==> config.mk <==
export PLATFORM = sky130hd
export DESIGN_NAME = multi_osc_sequencer
export DESIGN_NICKNAME = d
export VERILOG_FILES = /design/src/rtl/multi_osc_pkg.sv /design/src/rtl/phase_accumulator.sv /design/src/rtl/multi_osc_sequencer.sv
export SDC_FILE = /design/constraint.sdc
export NUM_CORES = 1
export LEC_CHECK = 0
export ABC_AREA = 1
export CELL_PAD_IN_SITES_DETAIL_PLACEMENT = 0
export CELL_PAD_IN_SITES_GLOBAL_PLACEMENT = 1
export CORE_UTILIZATION = 35
export CTS_BUF_LIST = sky130_fd_sc_hd__clkbuf_4 sky130_fd_sc_hd__clkbuf_8 sky130_fd_sc_hd__clkbuf_16
export DETAILED_ROUTE_END_ITERATION = 16
export DONT_BUFFER_PORTS = 1
export GPL_ROUTABILITY_DRIVEN = 0
export HOLD_SLACK_MARGIN = 0.1
export PLACE_DENSITY = 0.66
export REMOVE_ABC_BUFFERS = 1
export SYNTH_ARGS = -nofsm -noshare
export SYNTH_HDL_FRONTEND = slang
export SYNTH_HIERARCHICAL = 1
export SYNTH_SLANG_ARGS = --single-unit
==> constraint.sdc <==
create_clock -name clock_in -period 10.65 [get_ports clock_in]
set_clock_uncertainty 0.05 [all_clocks]
set_input_delay 3.195 -clock clock_in [delete_from_list [all_inputs] [get_ports clock_in]]
set_output_delay 3.195 -clock clock_in [all_outputs]
set_load 0.005 [all_outputs]
==> src/rtl/multi_osc_pkg.sv <==
// Shared definitions for the multi-channel oscillator sequencer:
// send-FSM state type, MAX5134 write command and channel-select helper.
package multi_osc_pkg;

    typedef enum logic [2:0] {
        IDLE,
        LOAD,
        SEND,
        ACK,
        WAIT
    } seq_state_e;

    // MAX5134 "write and update" command; low nibble selects DAC channel A..D
    localparam logic [7:0] DAC_CMD_WRITE = 8'b0011_0000;

    // Command byte addressing DAC channel ch (0 -> A, 1 -> B, ...)
    function automatic logic [7:0] dac_chan_cmd(input logic [1:0] ch);
        return DAC_CMD_WRITE | (8'd1 << ch);
    endfunction

endpackage

==> src/rtl/phase_accumulator.sv <==
// One oscillator channel: double-buffered frequency (pending -> active on
// tick), clamped frequency writes and a modular phase accumulator whose
// pre-update value is latched into a send buffer at every tick.
// With MULTI_OSC_ERR_EN defined the post-copy active frequency is exported
// for the bad-frequency comparator in the top level.
module phase_accumulator #(
    parameter int unsigned PHASE_WIDTH = 16,
    parameter int unsigned PHASE_LIMIT = 44000
) (
    input  logic                   clock_in,
    input  logic                   reset,
    input  logic                   wr_i,
    input  logic [PHASE_WIDTH-1:0] data_i,
    input  logic                   tick_i,
`ifdef MULTI_OSC_ERR_EN
    output logic [PHASE_WIDTH-1:0] active_next_o,
`endif
    output logic [PHASE_WIDTH-1:0] phase_buf_o
);

    localparam logic [PHASE_WIDTH-1:0] LIMIT   = PHASE_WIDTH'(PHASE_LIMIT);
    localparam logic [PHASE_WIDTH:0]   LIMIT_X = (PHASE_WIDTH + 1)'(PHASE_LIMIT);

    logic [PHASE_WIDTH-1:0] pending_q, pending_d;
    logic [PHASE_WIDTH-1:0] active_q,  active_d;
    logic [PHASE_WIDTH-1:0] phase_q,   phase_d;
    logic [PHASE_WIDTH-1:0] buf_q,     buf_d;
    logic [PHASE_WIDTH:0]   sum;

    // Next-state: clamped write into pending, copy to active and advance phase on tick
    always_comb begin
        pending_d = pending_q;
        if (wr_i) begin
            pending_d = (data_i >= LIMIT) ? LIMIT - 1'b1 : data_i;
        end

        // The phase step uses the frequency that becomes active on this tick,
        // so a write shows up in the sent phase two ticks later.
        active_d = tick_i ? pending_q : active_q;
        sum      = {1'b0, phase_q} + {1'b0, active_d};

        phase_d = phase_q;
        buf_d   = buf_q;
        if (tick_i) begin
            buf_d   = phase_q;
            phase_d = (sum >= LIMIT_X) ? PHASE_WIDTH'(sum - LIMIT_X) : sum[PHASE_WIDTH-1:0];
        end
    end

    // Channel state registers
    always_ff @(posedge clock_in) begin
        if (reset) begin
            pending_q <= '0;
            active_q  <= '0;
            phase_q   <= '0;
            buf_q     <= '0;
        end else begin
            pending_q <= pending_d;
            active_q  <= active_d;
            phase_q   <= phase_d;
            buf_q     <= buf_d;
        end
    end

    assign phase_buf_o = buf_q;

`ifdef MULTI_OSC_ERR_EN
    assign active_next_o = active_d;
`endif

endmodule

==> src/rtl/multi_osc_sequencer.sv <==
// Multi-channel phase-accumulator oscillator core. A common sample tick
// advances every channel; afterwards one 24-bit MAX5134 command word per
// channel is streamed to the DAC SPI block, handshaking on dac_busy.
// Optional feature macro: MULTI_OSC_ERR_EN builds the per-channel
// ERR_THRESHOLD comparators behind err_out (tied to 0 otherwise).
module multi_osc_sequencer
    import multi_osc_pkg::*;
#(
    parameter int unsigned NUM_CHANNELS    = 2,
    parameter int unsigned PHASE_WIDTH     = 16,
    parameter int unsigned PHASE_LIMIT     = 44000,
    parameter int unsigned SAMPLE_INTERVAL = 2015,
    parameter int unsigned ERR_THRESHOLD   = 1000
) (
    input  logic                    clock_in,
    input  logic                    reset,
    input  logic                    freq_wr,
    input  logic [1:0]              freq_chan,
    input  logic [PHASE_WIDTH-1:0]  freq_data,
    output logic [23:0]             dac_data,
    output logic                    dac_send,
    input  logic                    dac_busy,
    output logic                    sample_tick,
    output logic                    overrun,
    output logic [NUM_CHANNELS-1:0] err_out
);

    localparam int unsigned CNT_W   = (SAMPLE_INTERVAL > 0) ? $clog2(SAMPLE_INTERVAL + 1) : 1;
    localparam logic [1:0]  LAST_CH = 2'(NUM_CHANNELS - 1);

    logic [CNT_W-1:0] cnt_q, cnt_d;
    logic             tick;

    seq_state_e       state_q;
    logic [1:0]       ch_q;
    logic [23:0]      dac_data_q;
    logic             dac_send_q;
    logic             overrun_q;

    logic [PHASE_WIDTH-1:0] buf_w [NUM_CHANNELS];
    logic [PHASE_WIDTH-1:0] sel_phase;
`ifdef MULTI_OSC_ERR_EN
    logic [PHASE_WIDTH-1:0] active_next_w [NUM_CHANNELS];
`endif

    assign tick = (cnt_q == CNT_W'(SAMPLE_INTERVAL));

    // Tick counter next value: wrap to 0 after the tick cycle
    always_comb begin
        cnt_d = tick ? '0 : cnt_q + 1'b1;
    end

    // Tick counter register
    always_ff @(posedge clock_in) begin
        if (reset) begin
            cnt_q <= '0;
        end else begin
            cnt_q <= cnt_d;
        end
    end

    // Per-channel accumulators; writes to channels beyond NUM_CHANNELS decode to nothing
    for (genvar k = 0; k < NUM_CHANNELS; k++) begin : g_ch
        logic wr_k;
        assign wr_k = freq_wr && (freq_chan == 2'(k));

        phase_accumulator #(
            .PHASE_WIDTH (PHASE_WIDTH),
            .PHASE_LIMIT (PHASE_LIMIT)
        ) u_acc (
            .clock_in      (clock_in),
            .reset         (reset),
            .wr_i          (wr_k),
            .data_i        (freq_data),
            .tick_i        (tick),
`ifdef MULTI_OSC_ERR_EN
            .active_next_o (active_next_w[k]),
`endif
            .phase_buf_o   (buf_w[k])
        );
    end

    // Select the send buffer of the channel currently being streamed
    always_comb begin
        sel_phase = '0;
        for (int unsigned k = 0; k < NUM_CHANNELS; k++) begin
            if (ch_q == 2'(k)) begin
                sel_phase = buf_w[k];
            end
        end
    end

    // Send FSM: per channel LOAD -> SEND -> ACK -> WAIT(busy), overrun on tick outside IDLE
    always_ff @(posedge clock_in) begin
        if (reset) begin
            state_q    <= IDLE;
            ch_q       <= '0;
            dac_data_q <= '0;
            dac_send_q <= 1'b0;
            overrun_q  <= 1'b0;
        end else begin
            dac_send_q <= 1'b0;
            if (tick && (state_q != IDLE)) begin
                overrun_q <= 1'b1;
            end
            case (state_q)
                IDLE: begin
                    if (tick) begin
                        ch_q    <= '0;
                        state_q <= LOAD;
                    end
                end
                LOAD: begin
                    dac_data_q <= {dac_chan_cmd(ch_q), 16'(sel_phase)};
                    dac_send_q <= 1'b1;
                    state_q    <= SEND;
                end
                SEND: begin
                    state_q <= ACK;
                end
                ACK: begin
                    state_q <= WAIT;
                end
                WAIT: begin
                    if (!dac_busy) begin
                        if (ch_q == LAST_CH) begin
                            state_q <= IDLE;
                        end else begin
                            ch_q    <= ch_q + 1'b1;
                            state_q <= LOAD;
                        end
                    end
                end
                default: begin
                    state_q <= IDLE;
                end
            endcase
        end
    end

    assign dac_data    = dac_data_q;
    assign dac_send    = dac_send_q;
    assign sample_tick = tick;
    assign overrun     = overrun_q;

`ifdef MULTI_OSC_ERR_EN
    logic [NUM_CHANNELS-1:0] err_q;

    // Bad-frequency flags, re-evaluated against the newly active frequency at each tick
    always_ff @(posedge clock_in) begin
        if (reset) begin
            err_q <= '0;
        end else if (tick) begin
            for (int unsigned k = 0; k < NUM_CHANNELS; k++) begin
                err_q[k] <= (active_next_w[k] > PHASE_WIDTH'(ERR_THRESHOLD));
            end
        end
    end

    assign err_out = err_q;
`else
    assign err_out = '0;
`endif

endmodule

==> Implementation_results.wiki <==
{| class="wikitable"
! Metric !! Value
|-
| Outcome || finished clean
|-
| Cell breakdown of the critical path || ha_1, nand3_1, nor2_1, nand4_1, clkinv_2, buf_4
|-
| Clock tree from TritonCTS || yes
|-
| Worst EP arrival || between 2 and 2.5 ns
|-
| Number of endpoints failing setup at the final stage || 0
|-
| Max-slew violation count || 0
|-
| Synth Flop Type || sky130_fd_sc_hd__dfxtp_1
|-
| Post-route worst hold slack || about 0.41 ns
|-
| Post-Syn Area per Cell || 6.68 sq um
|-
| Slew at the pin closest to its max-slew limit || 0.998 ns
|-
| Peak fanout along the critical path || 55
|-
| Number of DRC violations after detailed-routing iteration 0 || 409
|-
| Synth area leader || sky130_fd_sc_hd__dfxtp_1
|-
| Clock latency at the later pin of the worst-skew pair || roughly 0.44 ns
|-
| Cell area after synthesis || 9590 sq um
|-
| Number of synthesized flops with an enable pin || 0
|-
| Power Dens Cells || 131 nW/um^2
|-
| Kind of start point of the critical path || register
|-
| Initial antenna violation count || 0
|-
| Slowest library cell on the worst path || sky130_fd_sc_hd__buf_4
|-
| Yosys reg bits || between 150 and 200
|-
| Longest individual stage delay on the worst path || between 0.4 and 0.5 ns
|-
| Via-per-instance ratio || 4.86
|-
| Reported max-cap violation count || 0
|-
| Overall die area || 28100 sq um
|-
| Unrepaired setup endpoints after global routing || no
|-
| Required time of the critical path || about 7.4 ns
|-
| Number of global-route vias before repair || 8262
|-
| Count leader, synth || sky130_fd_sc_hd__nand2_1
|-
| Placed insts || 1728
|-
| Hold Fails Final Rpt || 0
|-
| Share of the clock period used by the worst path || 0.500
|-
| Number of vias after detailed routing || ~8600
|-
| Core Area || roughly 27000 sq um
|-
| Post-synthesis instance total || between 1000 and 1500
|-
| Place WS || 5.67 ns
|-
| Area Overhead vs Synth || 8.63%
|-
| Top-Level Pins || 51
|-
| Cell leakage power || 5.00 nW
|-
| Warnings from Yosys || 6
|-
| Worst hold-check path type || reg -> reg
|-
| Maximum ir drop on the vdd rail || 0.000103 V
|-
| Proportion of synthesized chip area in sequential cells || 0.349
|-
| Cell Count, Final, Fillers Out || ~1800
|-
| H-tree depth || 4
|-
| Pre-Repair DR Iteration Count || 5
|-
| Fmax || between 150 and 200 MHz
|-
| NumNets Final || about 1500
|-
| Filler cell count || about 2900
|-
| PostCTS Resize Cnt || 0
|-
| Buffer type at the clock tree root || sky130_fd_sc_hd__clkbuf_16
|-
| Accumulated negative setup slack || 0 ns
|-
| Clock Pin Slew Worst Setup and Hold Paths || 0.06 ns
|-
| Die Y-Extent || 168 um
|-
| Share of layout cells above drive strength 1 || 0.0980
|-
| CTS sink count || approximately 170
|-
| Total Routed Length || between 20000 and 30000 um
|-
| Worst R2R Setup Slack || ~5.7 ns
|-
| Largest net degree at the start of global routing || around 70
|-
| Routed WL per cell || approximately 15 um
|-
| Number of different library cells in the post-synthesis netlist || 45
|-
| Rows || 60
|-
| Synth top area cells || sky130_fd_sc_hd__dfxtp_1 35%, sky130_fd_sc_hd__nand2_1 15%, sky130_fd_sc_hd__nor2_1 6.5%
|-
| Element type at the critical path end || output port
|-
| Horizontal extent of the die || ~170 um
|-
| Post-detail-place hpwl || 19600 um
|-
| Maximum root-to-sink buffer count || 2
|-
| Port Buffers || 0
|-
| Normalized max-slew margin || 0.334
|-
| Minimum period implied by the final worst setup slack || 5.33 ns
|-
| Overall Global Routing Usage || 0.195
|-
| Hold-fix buffers, CTS || 0
|-
| Synth top area share || 0.349
|-
| Wire length of the first global-routing pass || roughly 43000 um
|-
| Core Util, Final || 0.387
|-
| DRC violation count after routing || 0
|-
| Top post-synthesis cells by count || 394 x sky130_fd_sc_hd__nand2_1, 167 x sky130_fd_sc_hd__dfxtp_1, 166 x sky130_fd_sc_hd__nor2_1
|-
| Minimum setup slack in the final design || around 5.3 ns
|-
| Share of async-settable or async-resettable flops after synthesis || 0
|-
| Total clock buffers created by CTS || 17
|-
| Kind of critical path || reg -> out
|-
| Starting utilization of the core area || 0.356
|-
| GRT Residual Overflow || 0
|-
| Antenna Nets Post-Route || 0
|-
| Post-CTS setup buffer count || 0
|-
| Diode count || 0
|}
==> kinds of logic after synthesis <==
logic type      synth area share
xor+xnor                 0.00913
fa+ha+maj                 0.0550
buf+inv                   0.0869
flops                      0.349
compound gates             0.140
other cells             0.000391
simple gates               0.360
==> layer usage <==
layer	routed length [um]	vias up	track usage
met4	433	0	0.0535
met2	11900	85	0.319
li1	-	4572	-
met3	614	28	0.0298
met1	13400	3870	0.266
met5	0	-	0
==> cell type report <==
class	instances	area [sq um]	share of cell area
sequential	167	3340	0.321
clock inverter	13	146	0.0140
inverter	150	564	0.0541
tap	341	427	0.0409
clock buffer	19	440	0.0423
timing repair buffer	8	60.1	0.00576
multi-input combinational	1062	5440	0.522
==> worst paths after layout <==
kind,startpoint,endpoint,depth (start not counted)
setup reg to reg,cnt_q[0],g_ch[1].u_acc/phase_q[10],28
setup / recovery,cnt_q[0],sample_tick,6
hold reg to reg,g_ch[1].u_acc/active_q[5],g_ch[1].u_acc/active_q[5],2
hold / removal,g_ch[1].u_acc/active_q[5],g_ch[1].u_acc/active_q[5],2
==> worst max-delay path: cells and delay by family (launching register included) <==
kind,cells,cell delay [ns]
and+or+nand+nor,3,0.49
buffers and inverters,2,0.56
DFF,1,0.38
adders and majority gates,1,0.21
==> flip-flops by register name, summed over array words and instances, names as in the netlist <==
name	flops
ch_q	2
g_ch.u_acc/phase_q	32
dac_data	21
g_ch.u_acc/pending_q	32
state_q	3
dac_send	1
cnt_q	11
g_ch.u_acc/active_q	32
g_ch.u_acc/phase_buf_o	32
overrun	1
==> layout by cell type (no fill, tap or decap), types with 3 or more instances in the layout <==
master / instances
sky130_fd_sc_hd__nand4_1: 14
sky130_fd_sc_hd__inv_6: 4
sky130_fd_sc_hd__nor3_1: 3
sky130_fd_sc_hd__conb_1: 4
sky130_fd_sc_hd__o21ai_0: 70
sky130_fd_sc_hd__dfxtp_1: 167
sky130_fd_sc_hd__inv_1: 136
sky130_fd_sc_hd__and2_1: 4
sky130_fd_sc_hd__nor2_2: 13
sky130_fd_sc_hd__o21bai_1: 3
sky130_fd_sc_hd__nor2_4: 3
sky130_fd_sc_hd__clkinv_2: 3
sky130_fd_sc_hd__nand2_1: 394
sky130_fd_sc_hd__clkinv_1: 5
sky130_fd_sc_hd__nand3_4: 4
sky130_fd_sc_hd__a22oi_1: 16
sky130_fd_sc_hd__buf_4: 8
sky130_fd_sc_hd__ha_1: 39
sky130_fd_sc_hd__inv_2: 8
sky130_fd_sc_hd__nand3_2: 10
sky130_fd_sc_hd__o21a_1: 4
sky130_fd_sc_hd__nor2_1: 165
sky130_fd_sc_hd__nand3b_1: 5
sky130_fd_sc_hd__a21oi_1: 100
sky130_fd_sc_hd__clkinv_4: 3
sky130_fd_sc_hd__nand2_2: 37
sky130_fd_sc_hd__nand2_4: 6
sky130_fd_sc_hd__a21oi_2: 10
sky130_fd_sc_hd__a31oi_1: 4
sky130_fd_sc_hd__xor2_1: 8
sky130_fd_sc_hd__o211ai_1: 24
sky130_fd_sc_hd__nand3_1: 100
sky130_fd_sc_hd__clkbuf_16: 17
==> power by group <==
group	switching [mW]	total, mW	internal [mW]
combinational	0.0560	0.0807	0.0247
clock	0.269	0.622	0.354
sequential	0.0146	0.659	0.644
total	0.339	1.36	1.02
==> metrics by stage <==
| step | area [sq um] | power, mW |
|---|---|---|
| finish | 10400 | 1.36 |
| global placement | 9830 | 0.754 |
| detailed placement | 9830 | 0.755 |
| global route | 10400 | 1.42 |
| floorplan | 9330 | 0.725 |
| CTS | 10400 | 1.38 |
No activity file was read; power rests on OpenSTA's default activity.
